**src/rtl/tone_decoder.sv**
```systemverilog
// Tone decoder: measures the half-period of a piezo square wave, classifies it
// against a 14-note table and locks onto a note after MATCH_N consistent
// half-periods. Silence is declared after TIMEOUT cycles without an edge.
module tone_decoder #(
  parameter int TOL     = 8,
  parameter int MATCH_N = 4,
  parameter int TIMEOUT = 4096
) (
  input  logic        clk,
  input  logic        reset,
  input  logic        tone_in,
  output logic [3:0]  key,
  output logic        key_valid,
  output logic        note_on,
  output logic        note_off,
  output logic [12:0] period
);

  localparam logic [3:0]  KEY_NONE  = 4'd14;
  localparam logic [12:0] TIMEOUT_C = 13'(TIMEOUT);
  localparam logic [3:0]  MATCH_C   = 4'(MATCH_N);
  localparam logic [12:0] TOL_C     = 13'(TOL);

  localparam logic [12:0] NOM [0:13] = '{
    13'd1912, 13'd1703, 13'd1517, 13'd1432, 13'd1276, 13'd1137, 13'd1013,
    13'd956,  13'd852,  13'd759,  13'd716,  13'd638,  13'd569,  13'd507
  };

  typedef enum logic [1:0] {IDLE, ACQUIRE, LOCKED} state_t;

  logic        sync1_q, sync2_q, hist_q;
  logic [12:0] cnt_q, cnt_d;
  state_t      state_q, state_d;
  logic [3:0]  cand_q, cand_d;
  logic [3:0]  mcnt_q, mcnt_d;
  logic [3:0]  key_q, key_d;
  logic        key_valid_q, key_valid_d;
  logic        note_on_q, note_on_d;
  logic        note_off_q, note_off_d;
  logic [12:0] period_q, period_d;

  logic        edge_det;
  logic        cls_hit;
  logic [3:0]  cls_idx;
  logic [12:0] diff;
  logic [3:0]  acq_cand;
  logic [3:0]  acq_mcnt;

  assign edge_det = sync2_q ^ hist_q;

  // Classify the current interval; descending scan so the lowest index wins
  // if a wide tolerance makes neighbouring windows overlap.
  always_comb begin
    cls_hit = 1'b0;
    cls_idx = KEY_NONE;
    diff    = '0;
    for (int i = 13; i >= 0; i--) begin
      diff = (cnt_q >= NOM[i]) ? (cnt_q - NOM[i]) : (NOM[i] - cnt_q);
      if (diff <= TOL_C) begin
        cls_hit = 1'b1;
        cls_idx = 4'(i);
      end
    end
  end

  // Candidate/match-count update shared by ACQUIRE and the LOCKED fall-back.
  always_comb begin
    acq_cand = cand_q;
    acq_mcnt = 4'd0;
    if (cls_hit) begin
      if (cls_idx == cand_q) begin
        acq_mcnt = mcnt_q + 4'd1;
      end else begin
        acq_cand = cls_idx;
        acq_mcnt = 4'd1;
      end
    end
  end

  // Next-state logic: interval counter, FSM and registered outputs.
  always_comb begin
    state_d     = state_q;
    cand_d      = cand_q;
    mcnt_d      = mcnt_q;
    key_d       = key_q;
    key_valid_d = key_valid_q;
    period_d    = period_q;
    note_on_d   = 1'b0;
    note_off_d  = 1'b0;
    cnt_d       = (cnt_q == TIMEOUT_C) ? cnt_q : cnt_q + 13'd1;

    if (edge_det) begin
      cnt_d    = 13'd1;
      period_d = cnt_q;
      case (state_q)
        IDLE: begin
          state_d = ACQUIRE;
          mcnt_d  = 4'd0;
        end
        ACQUIRE: begin
          cand_d = acq_cand;
          mcnt_d = acq_mcnt;
          if (acq_mcnt == MATCH_C) begin
            state_d     = LOCKED;
            key_d       = acq_cand;
            key_valid_d = 1'b1;
            note_on_d   = 1'b1;
          end
        end
        LOCKED: begin
          if (!(cls_hit && cls_idx == key_q)) begin
            state_d     = ACQUIRE;
            key_d       = KEY_NONE;
            key_valid_d = 1'b0;
            cand_d      = acq_cand;
            mcnt_d      = acq_mcnt;
          end
        end
        default: state_d = IDLE;
      endcase
    end else if (state_q != IDLE && cnt_q == TIMEOUT_C) begin
      state_d     = IDLE;
      key_d       = KEY_NONE;
      key_valid_d = 1'b0;
      mcnt_d      = 4'd0;
      note_off_d  = (state_q == LOCKED);
    end
  end

  // State registers, synchronizer and history flop.
  always_ff @(posedge clk) begin
    if (reset) begin
      sync1_q     <= 1'b0;
      sync2_q     <= 1'b0;
      hist_q      <= 1'b0;
      cnt_q       <= '0;
      state_q     <= IDLE;
      cand_q      <= KEY_NONE;
      mcnt_q      <= 4'd0;
      key_q       <= KEY_NONE;
      key_valid_q <= 1'b0;
      note_on_q   <= 1'b0;
      note_off_q  <= 1'b0;
      period_q    <= '0;
    end else begin
      sync1_q     <= tone_in;
      sync2_q     <= sync1_q;
      hist_q      <= sync2_q;
      cnt_q       <= cnt_d;
      state_q     <= state_d;
      cand_q      <= cand_d;
      mcnt_q      <= mcnt_d;
      key_q       <= key_d;
      key_valid_q <= key_valid_d;
      note_on_q   <= note_on_d;
      note_off_q  <= note_off_d;
      period_q    <= period_d;
    end
  end

  assign key       = key_q;
  assign key_valid = key_valid_q;
  assign note_on   = note_on_q;
  assign note_off  = note_off_q;
  assign period    = period_q;

endmodule

```
**config.mk**
```make
export PLATFORM = sky130hd
export DESIGN_NAME = tone_decoder
export DESIGN_NICKNAME = d
export VERILOG_FILES = /design/src/rtl/tone_decoder.sv
export SDC_FILE = /design/constraint.sdc
export NUM_CORES = 1
export LEC_CHECK = 0
export BUFFER_PORTS_ARGS = -buffer_cell sky130_fd_sc_hd__buf_2
export CAP_MARGIN = 30
export CORE_MARGIN = 2
export CORE_UTILIZATION = 40
export CTS_CLUSTER_DIAMETER = 50
export DETAILED_ROUTE_END_ITERATION = 10
export PLACE_DENSITY = 0.59
export SYNTH_ARGS = -nofsm -noshare
export SYNTH_HDL_FRONTEND = slang
export SYNTH_SLANG_ARGS = --single-unit
```
**constraint.sdc**
```tcl
create_clock -name clk -period 6.8 [get_ports clk]
set_clock_uncertainty 0.1 [all_clocks]
set_input_delay 0.68 -clock clk [delete_from_list [all_inputs] [get_ports clk]]
set_output_delay 0.68 -clock clk [all_outputs]
set_load 0.01 [all_outputs]
```
==> implementation parameters <==
Parameter                              Value

Yosys
  Cells after Synth ... 1412
  Simple-gate portion of the synthesized area ... 0.309
  Most area-hungry cell type in the Yosys netlist ... dfxtp_1
  Count of flip-flops with a built-in enable after synthesis ... 0
  Number of nets in the synthesized netlist ... 1443
  Distinct cells, synth ... 109
  Number of storage elements in the synthesis netlist ... 46
  Top post-synthesis cells by area ... dfxtp_1 (9.6%), a21oi_1 (6.1%), nand2_1 (5.5%)
  Combinational family with the most area after synthesis ... compound AO/OA/AOI/OAI gates
  Post-synth top area share ... 0.0961
  Mean instance size in the synthesized netlist ... 6.79 sq um
  Synthesized-area fraction occupied by adder cells ... 0.0366
  Multiplexer area fraction after synthesis ... 0.0291
  Area share of xor/xnor cells in the synthesized design ... 0.0567
  Post-synthesis instance area ... 9580 sq um
  Async set-reset flop share out of synthesis ... 0
  Synth warnings ... 0
  Portion of the post-synthesis area used by sequential elements ... 0.0961
  Top_reg_cell synth ... dfxtp_1
  Compound-Gate Fraction of Synth Area ... 0.390

Drt
  Post-detailed-route wirelength per cell ... 26.7 um
  Overall via count from detail_route ... 12000
  1st-iter DRT viols ... 1761
  Number of remaining DRC errors ... 0
  Met2 wire len ... 17.8 mm
  Highest metal layer used by the detailed router ... met4
  Met1 Wirelength ... 17.3 mm
  Residual antenna-violating net count after detailed routing ... 0
  Met3 Routed Length ... 6.01 mm
  Final wirelength ... 44.6 mm
  Detailed-route vias per instance ... 7.20
  First-pass detailed-route iteration total ... 6

Global routing
  Number of antenna violations at the first check in global routing ... 0
  Global-route wire length before repair ... 67.6 mm
  Vias in the first global route ... 11100
  GR Overflow Total ... 0
  Maximum number of pins on one net before global-route repair ... 56
  Overall routing resource usage ... 0.336

Finish
  Post-synthesis to final-layout area growth ... 4.39%
  Ratio of cells with drive above 1 in the final layout ... 0.107
  Number of nets in the final layout ... 1381
  Diode insertion count for antenna repair ... 0

Worst setup path
  Critical register-to-register path startpoint ... cnt_q[1]$_SDFFE_PP0P_
  Largest stage delay, worst path ... 0.90 ns
  Number of cells on the worst reg-to-reg path ... 15
  Reg-to-reg slack, setup ... 0.81 ns
  Endpoint of the worst-slack reg-to-reg timing path ... cand_q[1]$_SDFFE_PP1P_
  List of cells traversed by the critical path ... inv_1 > ha_1 > nor2b_1 > xnor2_1 > nand3_1 > or4_1 > o41ai_1 > nand4_1 > o21ai_2 > a2bb2oi_2 > nand3_2 > a2111oi_4 > nor3_4 > mux2i_1 > or2_1
  Kind of start point of the critical path ... flip-flop
  Type of the setup path with the least slack ... reg -> reg
  Crit-path slowest cell ... dfxtp_1
  Data required time of the critical path ... 6.87 ns
  Kind of capture point of the worst setup path ... flip-flop
  Biggest fanout along the worst timing path ... 23
  Critical path arrival ... 6.06 ns

Timing
  Final period demand of the worst path ... 5.99 ns
  Final-report hold violation count ... 0
  RSZ-0062 raised after global routing ... no
  Period utilization ... 0.881
  Slew @ Worst Pin ... 1.12 ns
  Setup TNS ... 0 ns
  Highest clock rate ... 167 MHz
  Max Slew Vio Count ... 0
  Count of final setup violators ... 0
  Worst rel slew slack ... 0.251

Placed design
  Routability Congestion ... 1.04
  Port-buffer cells ... 22
  Placed wire-length estimate ... 31.9 mm

Hold path
  Min-delay src ... period[9]$_SDFFE_PP0N_
  HP Class ... reg -> reg
  Hold path cells ... 2
  Worst Hold End ... period[9]$_SDFFE_PP0N_

Power
  Pwr Total ... 0.672 mW
  Proportion of total power due to net switching ... 0.310
  Pint ... 0.463 mW
  Cell area power density ... 67.2 nW/um^2
  Net Switching ... 0.209 mW
  Power share of the sequential group ... 0.421
  Max VDD drop ... 0.138 mV
  Leakage ... 3.41 nW
  Part of the total power dissipated in combinational logic ... 0.199
  Clock share of power ... 0.380

Job
  Number of max-cap violations ... 0

Die
  Number of standard-cell rows in the floorplan ... 56
  Number of placed I/O pins ... 23
  Die extent in x ... 159 um
  Standard cell core area ... 23500 sq um
  Vert. Die Dim ... 159 um
  Die Footprint ... 25200 sq um
  Initial standard-cell utilization of the core ... 0.408

Clocking
  TritonCTS Buffers ... 5
  Clock-pin slew on the worst setup and hold paths ... 0.07 ns
  Master cell of the clock root buffer ... clkbuf_16
  Cts repair resizes ... 0
  Number of levels the H-tree was split into ... 2
  Hold buffer count at cts ... 0
  Worst-Skew Late Latency ... 0.28 ns
  Number of clock sinks ... 46
  CTS tree ... built
  Worst-case clock buffer depth ... 2
  Post-CTS repair timing setup buffer count ... 0

Outcome
  Run status ... finished clean
cells in the mapped netlist (10+ instances only):
master and number:
a211oi_1 25, or3_1 17, nand4_1 30, a31oi_1 32, inv_1 32, ha_1 28
o211ai_1 26, nor2b_1 25, and3_1 26, nand2_1 141, o21ai_0 74, and2_1 14
a311oi_1 11, xnor2_1 60, mux2i_1 20, or2_2 10, buf_2 50, nor4_1 26
nor3_1 44, o22ai_1 16, nor2_1 88, a211o_1 13, buf_1 20, clkbuf_1 56
dfxtp_1 46, nand3_1 45, nand2b_1 28, o31ai_1 13, a21o_1 25, a21oi_1 117
kinds of logic (layout without fill, tap and decap cells):
kind of cell | count (synthesis) | count (layout)
simple gates | 554 | 554
compound gates | 522 | 522
buf+inv | 174 | 113
xor+xnor | 62 | 62
flops | 46 | 46
fa+ha+maj | 28 | 28
mux | 26 | 26
how the worst max path moves through the flow:
| stage | start | to | slack, ns | depth (start not counted) |
|---|---|---|---|---|
| 6_report | cnt_q[1]$_SDFFE_PP0P_ | cand_q[1]$_SDFFE_PP1P_ | 0.81 | 15 |
| 5_1_grt | cnt_q[1]$_SDFFE_PP0P_ | key[3]$_SDFFE_PP1P_ | 0.63 | 15 |
| 4_1_cts | cnt_q[1]$_SDFFE_PP0P_ | cand_q[1]$_SDFFE_PP1P_ | 1.04 | 15 |
| 3_5_place_dp | cnt_q[1]$_SDFFE_PP0P_ | cand_q[2]$_SDFFE_PP1P_ | 1.05 | 15 |
| 3_3_place_gp | cnt_q[1]$_SDFFE_PP0P_ | cand_q[1]$_SDFFE_PP1P_ | 1.17 | 15 |
| 2_1_floorplan | cnt_q[3]$_SDFFE_PP0P_ | cand_q[1]$_SDFFE_PP1P_ | 1.80 | 18 |
critical path, delay by kind of cell, from the launching register on:
kind                     cells  cell delay [ns]
flip-flops                   1             0.90
AND/OR/NAND/NOR              7             2.09
adder cells (fa/ha/maj)      1             0.66
buffers and inverters        1             0.38
AO/OA/AOI/OAI                4             1.30
multiplexers                 1             0.15
XOR/XNOR                     1             0.28
cell usage in the layout, fill, tap and decap left out, types with 30 or more instances in the layout:
| master | Yosys | layout |
|---|---|---|
| nand2_1 | 141 | 141 |
| a21oi_1 | 117 | 117 |
| nor2_1 | 88 | 88 |
| o21ai_0 | 74 | 74 |
| xnor2_1 | 60 | 59 |
| buf_4 | 7 | 46 |
| nand3_1 | 45 | 45 |
| nor3_1 | 44 | 44 |
| dfxtp_1 | 46 | 36 |
| inv_1 | 32 | 32 |
| a31oi_1 | 32 | 32 |
| nand4_1 | 30 | 30 |
area by class of cell:
| type | count | area (sq um) |
|---|---|---|
| flip-flops and latches | 46 | 936 |
| fillers | 2470 | 13500 |
| well taps | 319 | 399 |
| clock inverters | 2 | 16.3 |
| repair buffers | 71 | 510 |
| multi-input cells | 1192 | 7880 |
| inverters | 34 | 128 |
| clock buffers | 6 | 139 |
through the flow:
step                instances  utilization  cell area (sq um)  setup WS, ns  hold slack [ns]
finish                   1670        0.426              10000         0.806            0.355
detailed placement       1662        0.420               9850          1.05            0.335
floorplan                1412            -               9580          1.80            0.314
CTS                      1670        0.426              10000          1.04            0.357
global placement         1661        0.419               9830          1.17            0.336
global route             1670        0.426              10000         0.626            0.381
metal layers:
metal  up-vias  global-route usage
met1      5541               0.441
met5         -                   0
met4         0               0.218
met2       972               0.485
met3       234              0.0846
li1       5279                   -
registers in the layout (all words and copies together) (netlist names):
register   count
cnt_q         13
key_valid      1
hist_q         1
state_q        2
note_on        1
sync1_q        1
cand_q         4
sync2_q        1
mcnt_q         4
key            4
period        13
note_off       1
power groups by stage:
stage | Sequential (mW) | Combinational (mW) | Clock, mW
5_1_grt | 0.283 | 0.142 | 0.272
3_3_place_gp | 0.287 | 0.128 | 0
3_5_place_dp | 0.289 | 0.128 | 0
4_1_cts | 0.282 | 0.129 | 0.261
2_1_floorplan | 0.282 | 0.0931 | 0
6_report | 0.283 | 0.134 | 0.255
No activity file was read; power rests on OpenSTA's default activity.
